`src/rtl/keypad_display_ctrl_if.sv`:
```
// rtl/keypad_display_ctrl_if.sv - keypad / transcoder / display signal bundle for keypad_display_ctrl
interface keypad_display_ctrl_if #(
    parameter int NUM_DIGITS = 4
);
    logic                  key_valid;
    logic [7:0]            key_code;
    logic [7:0]            tx_code;
    logic [6:0]            tx_seg;
    logic [6:0]            seg_n;
    logic [NUM_DIGITS-1:0] an_n;
    logic [3:0]            digit_count;
    logic                  ovf;

    modport master (
        output key_valid, key_code, tx_seg,
        input  tx_code, seg_n, an_n, digit_count, ovf
    );

    modport slave (
        input  key_valid, key_code, tx_seg,
        output tx_code, seg_n, an_n, digit_count, ovf
    );
endinterface

```
`src/rtl/keypad_display_ctrl.sv`:
```
// rtl/keypad_display_ctrl.sv - keypad digit buffer and multiplexed display sequencer (option: KEYPAD_LEADING_ZERO_EN)
module keypad_display_ctrl #(
    parameter int NUM_DIGITS  = 4,
    parameter int REFRESH_DIV = 50000,
    parameter int DIV_W       = 16
) (
    input  logic                   clk,
    input  logic                   rst_n,
    keypad_display_ctrl_if.slave   bus
);
    localparam int IDX_W = $clog2(NUM_DIGITS);
    localparam logic [DIV_W-1:0] CNT_LAST   = DIV_W'(REFRESH_DIV - 1);
    localparam logic [IDX_W-1:0] IDX_LAST   = IDX_W'(NUM_DIGITS - 1);
    localparam logic [3:0]       COUNT_FULL = 4'(NUM_DIGITS);
    localparam logic [7:0]       BLANK      = 8'h00;
    localparam logic [7:0]       KEY_BS     = 8'h0E;
    localparam logic [7:0]       KEY_CLR    = 8'h01;

    logic [7:0]            slot_q [NUM_DIGITS];
    logic [7:0]            slot_d [NUM_DIGITS];
    logic [DIV_W-1:0]      cnt_q, cnt_d;
    logic [IDX_W-1:0]      idx_q, idx_d;
    logic [3:0]            count_q, count_d;
    logic                  ovf_q, ovf_d;
    logic [6:0]            seg_q, seg_d;
    logic [NUM_DIGITS-1:0] an_q, an_d;
    logic [7:0]            tx_code;

    function automatic logic is_hex(input logic [7:0] c);
        case (c)
            8'h02, 8'h03, 8'h04, 8'h05, 8'h06, 8'h07, 8'h08, 8'h09,
            8'h0A, 8'h0B, 8'h1E, 8'h30, 8'h2E, 8'h20, 8'h12, 8'h21: is_hex = 1'b1;
            default:                                                is_hex = 1'b0;
        endcase
    endfunction

    always_comb begin
        slot_d  = slot_q;
        count_d = count_q;
        ovf_d   = ovf_q;
        cnt_d   = cnt_q + 1'b1;
        idx_d   = idx_q;
        if (cnt_q == CNT_LAST) begin
            cnt_d = '0;
            idx_d = (idx_q == IDX_LAST) ? '0 : idx_q + 1'b1;
        end
        if (bus.key_valid && !bus.key_code[7]) begin
            if (is_hex(bus.key_code)) begin
                for (int i = NUM_DIGITS - 1; i > 0; i--) slot_d[i] = slot_q[i-1];
                slot_d[0] = bus.key_code;
                if (count_q == COUNT_FULL) ovf_d = 1'b1;
                else                       count_d = count_q + 1'b1;
            end else if (bus.key_code == KEY_BS) begin
                // Slots above digit_count are always blank, so count 0 means nothing to remove
                if (count_q != 4'd0) begin
                    for (int i = 0; i < NUM_DIGITS - 1; i++) slot_d[i] = slot_q[i+1];
                    slot_d[NUM_DIGITS-1] = BLANK;
                    count_d = count_q - 1'b1;
                end
            end else if (bus.key_code == KEY_CLR) begin
                for (int i = 0; i < NUM_DIGITS; i++) slot_d[i] = BLANK;
                count_d = 4'd0;
                ovf_d   = 1'b0;
            end
        end
    end

    always_comb begin
        tx_code = slot_q[idx_q];
`ifdef KEYPAD_LEADING_ZERO_EN
        if (tx_code == BLANK) tx_code = 8'h0B;
`endif
    end

    // Pattern and enable are registered together from the same index so they never disagree
    always_comb begin
        seg_d = bus.tx_seg;
        an_d  = ~(NUM_DIGITS'(1) << idx_q);
    end

    always_ff @(posedge clk) begin
        if (!rst_n) begin
            for (int i = 0; i < NUM_DIGITS; i++) slot_q[i] <= BLANK;
            cnt_q   <= '0;
            idx_q   <= '0;
            count_q <= 4'd0;
            ovf_q   <= 1'b0;
            seg_q   <= 7'h7F;
            an_q    <= '1;
        end else begin
            slot_q  <= slot_d;
            cnt_q   <= cnt_d;
            idx_q   <= idx_d;
            count_q <= count_d;
            ovf_q   <= ovf_d;
            seg_q   <= seg_d;
            an_q    <= an_d;
        end
    end

    assign bus.tx_code     = tx_code;
    assign bus.seg_n       = seg_q;
    assign bus.an_n        = an_q;
    assign bus.digit_count = count_q;
    assign bus.ovf         = ovf_q;
endmodule

```
`src/flat_wrapper.sv`:
```
// flat-port wrapper written by rule: the top's interface ports become plain ports
module keypad_display_ctrl_flat 
#(
    parameter int NUM_DIGITS  = 4,
    parameter int REFRESH_DIV = 50000,
    parameter int DIV_W       = 16
)
  (clk, rst_n, bus_key_valid, bus_key_code, bus_tx_seg, bus_tx_code, bus_seg_n, bus_an_n, bus_digit_count, bus_ovf);
  keypad_display_ctrl_if #(.NUM_DIGITS(NUM_DIGITS)) bus_i ();
  input  logic clk;
  input  logic rst_n;
  input wire logic [$bits(bus_i.key_valid)-1:0] bus_key_valid;
  input wire logic [$bits(bus_i.key_code)-1:0] bus_key_code;
  input wire logic [$bits(bus_i.tx_seg)-1:0] bus_tx_seg;
  output wire logic [$bits(bus_i.tx_code)-1:0] bus_tx_code;
  output wire logic [$bits(bus_i.seg_n)-1:0] bus_seg_n;
  output wire logic [$bits(bus_i.an_n)-1:0] bus_an_n;
  output wire logic [$bits(bus_i.digit_count)-1:0] bus_digit_count;
  output wire logic [$bits(bus_i.ovf)-1:0] bus_ovf;
  assign bus_i.key_valid = bus_key_valid;
  assign bus_i.key_code = bus_key_code;
  assign bus_i.tx_seg = bus_tx_seg;
  assign bus_tx_code = bus_i.tx_code;
  assign bus_seg_n = bus_i.seg_n;
  assign bus_an_n = bus_i.an_n;
  assign bus_digit_count = bus_i.digit_count;
  assign bus_ovf = bus_i.ovf;
  keypad_display_ctrl #(.NUM_DIGITS(NUM_DIGITS), .REFRESH_DIV(REFRESH_DIV), .DIV_W(DIV_W)) u_core (.clk(clk), .rst_n(rst_n), .bus(bus_i));
endmodule
```
`config.mk`:
```
export PLATFORM = sky130hd
export DESIGN_NAME = keypad_display_ctrl_flat
export DESIGN_NICKNAME = d
export VERILOG_FILES = /design/src/rtl/keypad_display_ctrl_if.sv /design/src/rtl/keypad_display_ctrl.sv /design/src/flat_wrapper.sv
export SDC_FILE = /design/constraint.sdc
export NUM_CORES = 1
export LEC_CHECK = 0
export CAP_MARGIN = 20
export CORE_MARGIN = 1
export CORE_UTILIZATION = 35
export DETAILED_ROUTE_END_ITERATION = 8
export MAX_ROUTING_LAYER = met4
export PLACE_DENSITY_LB_ADDON = 0.25
export SLEW_MARGIN = 30
export SYNTH_ARGS = -nofsm -noshare
export SYNTH_HDL_FRONTEND = slang
export SYNTH_SLANG_ARGS = --single-unit
export TNS_END_PERCENT = 50
```
`constraint.sdc`:
```
create_clock -name clk -period 2.8 [get_ports clk]
set_input_delay 0.56 -clock clk [delete_from_list [all_inputs] [get_ports clk]]
set_output_delay 0.56 -clock clk [all_outputs]
set_load 0.1 [all_outputs]
```
==> impl_metrics.toml <==
[worst_hold_path]
hold_depth = 2
min_path_type = "reg -> reg"
min_from = "u_core.slot_q[31]"
min_to = "u_core.slot_q[31]"

[power]
comb_power_share_pct = 10.6
vdd_drop_max_mv = 0.2507
intPower_mw = 1.348
power.leakage_nw = 1.691
sequentialPowerShare_pct = 52.3
p_per_area_nw_per_um2 = 473.6
p_sw_mw = 0.5045
clkPwrFrac_pct = 37.1
switching_share_pct = 27.23

[logic_synthesis]
yosys_warnings = 0
ys_top_cells_by_area = "dfxtp_1, o211a_1, mux4_2"
post-synth-top-area-cell = "dfxtp_1"
synth_area_sq_um = 3040
synth_top_family_by_area = "compound AO/OA/AOI/OAI gates"
synth_compound_area_share_pct = 22.76
synth.avg_cell_area_sq_um = 9.652
ys_seq_elements = 66
synth_edf_count = 0
synthSimpleGateAreaFrac_pct = 16.63
synth-xor-area-share_pct = 3.457
synth_seq_area_share_pct = 43.46
ys.flop_type = "dfxtp_1"
synth_top_area_share_pct = 43.46
synthAdderAreaFrac_pct = 3.292
synthCells = 315
synthTopCellsByCount = "dfxtp_1, nand2_1, o211a_1, a22oi_1, nor2_1"
synth_mux_area_share_pct = 6.626
synthMostInstantiatedCell = "dfxtp_1"
syn_nets = 341
synthDistinctLibCells = 44
async_reset_ff_share_pct = 0

[worst_setup_path]
cp_max_fo = 6
cp_slowest_cell = "clkdlybuf4s50_1"
worstPathRequired_ps = 3080
r2r_cells = 9
startpoint_type = "input port"
critPathKind = "in -> reg"
reg2reg_to = "u_core.slot_q[4]"
r2r-start = "u_core.bus.digit_count[0]"
r2r_slack_ps = 790
cp_data_arrival_time_ps = 2900
end_kind = "register"
crit_chain = "clkdlybuf4s50_1 > nor3_1 > a211oi_1 > o311a_1 > mux2_2 > a221o_1 > a311o_1 > a21boi_2"
critPathMaxStageDelay_ps = 520

[floorplan]
start_util_pct = 36.64
die_w_um = 95.21
io_pins = 42
dieHeight_um = 95.21
fp.dieArea_sq_um = 9064
rows = 33
fp.coreArea_sq_um = 8299

[sta]
whs_ps = 485.0
rsz0062_at_grt = "no"
fmax_mhz = 382.2
setup_tns_ps = 0
maxSlewViolCount = 0
setup_viol = 0
max_slew_margin_pct = 51.27
hold_viol = 0
fin_crit_ps = 2617
min_period_over_period_pct = 93.45
worst_pin_slew_ps = 730.0
finalClockSkew_ps = 6.941

[cells_and_area]
areaGrowthSynthToFinish_pct = 28.68
layout.cells.non_filler = 481
drive_gt1_share_pct = 20.74
nets = 397
final_area_sq_um = 3913
diodes = 0

[placed_design]
io_buffers = 41
dp_hpwl_mm = 4.429
placed_area_sq_um = 3742
dp_cells = 465
place_congestion = 0.8149

[route]
drt-wirelength-per-cell_um = 13.81
drc = 0
ant_nets = 0
vias_per_cell = 5.291
drt-total-wl_mm = 6.644
vias = 2545
drtIter0Drc = 138
drt_first_pass_iters = 4

[cts]
cts.path.max_buffers = 2
ctsResizeCount = 0
cts_num_sinks = 66
root_buffer = "clkbuf_8"
postCtsHoldBufs = 0
cts_buffers = 9
tritoncts = "built"
clock_latency_ps = 340
path_clk_slew_ps = 70
htree_levels = 3
post_cts_buffers = 0

[global_route]
grt_pass1_vias = 2428
antenna_found_initial = 0
grt_pass1_wl_mm = 11.26
grt_start_max_net_pins = 48
grt_overflow = 0
grtUsageTotal_pct = 16.46

[flow_run]
drv_cap = 0

[run_status]
status = "complete, no violations"
-- power groups by stage --
stage	combinational [mW]	sequential, mW	clock (mW)
6_report	0.197	0.968	0.688
5_1_grt	0.211	0.970	0.751
4_1_cts	0.198	0.968	0.713
3_5_place_dp	0.198	0.990	0
3_3_place_gp	0.197	0.989	0
2_1_floorplan	0.0702	1.03	0
-- layer usage --
layer | share of wire [%] | wire length [um] | vias to the layer above | track usage (%)
met2 | 46 | 3044 | 53 | 26.07
met1 | 48 | 3213 | 1210 | 20.42
met3 | 5.0 | 329 | 7 | 4.545
met5 | 0 | 0 | - | -
met4 | 0.84 | 56 | 0 | 4.798
li1 | - | - | 1275 | -
-- worst max path at each step --
stage                                   start                         to  depth (start not counted)
CTS                           u_core.idx_q[0]             bus_tx_code[5]                          2
finish                        bus_key_code[2]  u_core.bus.digit_count[3]                          8
global placement              bus_key_code[2]  u_core.bus.digit_count[3]                          8
floorplan           u_core.bus.digit_count[0]          u_core.slot_q[30]                          9
global route                  bus_key_code[2]  u_core.bus.digit_count[3]                          8
detailed placement            bus_key_code[2]  u_core.bus.digit_count[3]                          8
-- kinds of logic after synthesis --
logic type / count (synthesis)
compound gates: 86
xor+xnor: 12
fa+ha+maj: 8
buf+inv: 30
flops: 66
mux: 10
simple gates: 103
-- worst max-delay path: cells and delay by family --
family                 cells  cell delay, ps
muxes                      1             280
and+or+nand+nor            1             280
AOI/OAI and AO/OA          5            1250
buffers and inverters      1             520
-- flip-flops by register name, indices dropped and copies added, names as in the netlist --
register / count
u_core.bus.an_n: 4
u_core.bus.digit_count: 4
u_core.bus.ovf: 1
u_core.bus.seg_n: 7
u_core.cnt_q: 16
u_core.idx_q: 2
u_core.slot_q: 32
-- placed cells by master (no fill, tap or decap), types with 2 or more instances in the layout --
cell type / n
a21boi_0: 2
a21oi_1: 6
a22o_1: 9
a22oi_1: 21
a32oi_1: 2
and3_1: 4
and4_1: 2
buf_12: 8
buf_4: 41
clkbuf_8: 9
clkdlybuf4s50_1: 17
clkinv_2: 3
clkinvlp_4: 3
dfxtp_1: 66
ha_1: 8
inv_1: 9
mux4_2: 8
nand2_1: 41
nand2b_1: 10
nand3_1: 6
nand4_1: 7
nand4b_1: 2
nor2_1: 15
nor2b_1: 2
nor3_1: 3
nor4_1: 3
o211a_1: 23
o21ai_0: 10
or3_1: 5
xnor2_1: 2
xor2_1: 10
-- cell type report --
class | count | area (sq um)
clock buffers | 9 | 123.9
clock inverters | 7 | 46.29
fillers | 783 | 4387
inverters | 9 | 33.78
multi-input cells | 219 | 1618
flip-flops and latches | 66 | 1321
well taps | 105 | 131.4
repair buffers | 66 | 638.1
-- metrics by stage --
| step | setup slack, ps | util (%) | power [mW] |
|---|---|---|---|
| global route | 43.07 | 47.14 | 1.932 |
| global placement | -86.79 | 45.09 | 1.186 |
| finish | 183.3 | 47.14 | 1.853 |
| floorplan | 93.12 | - | 1.105 |
| CTS | 176.6 | 47.14 | 1.879 |
| detailed placement | -159.4 | 45.09 | 1.187 |
Power figures use the tool's default switching activity.
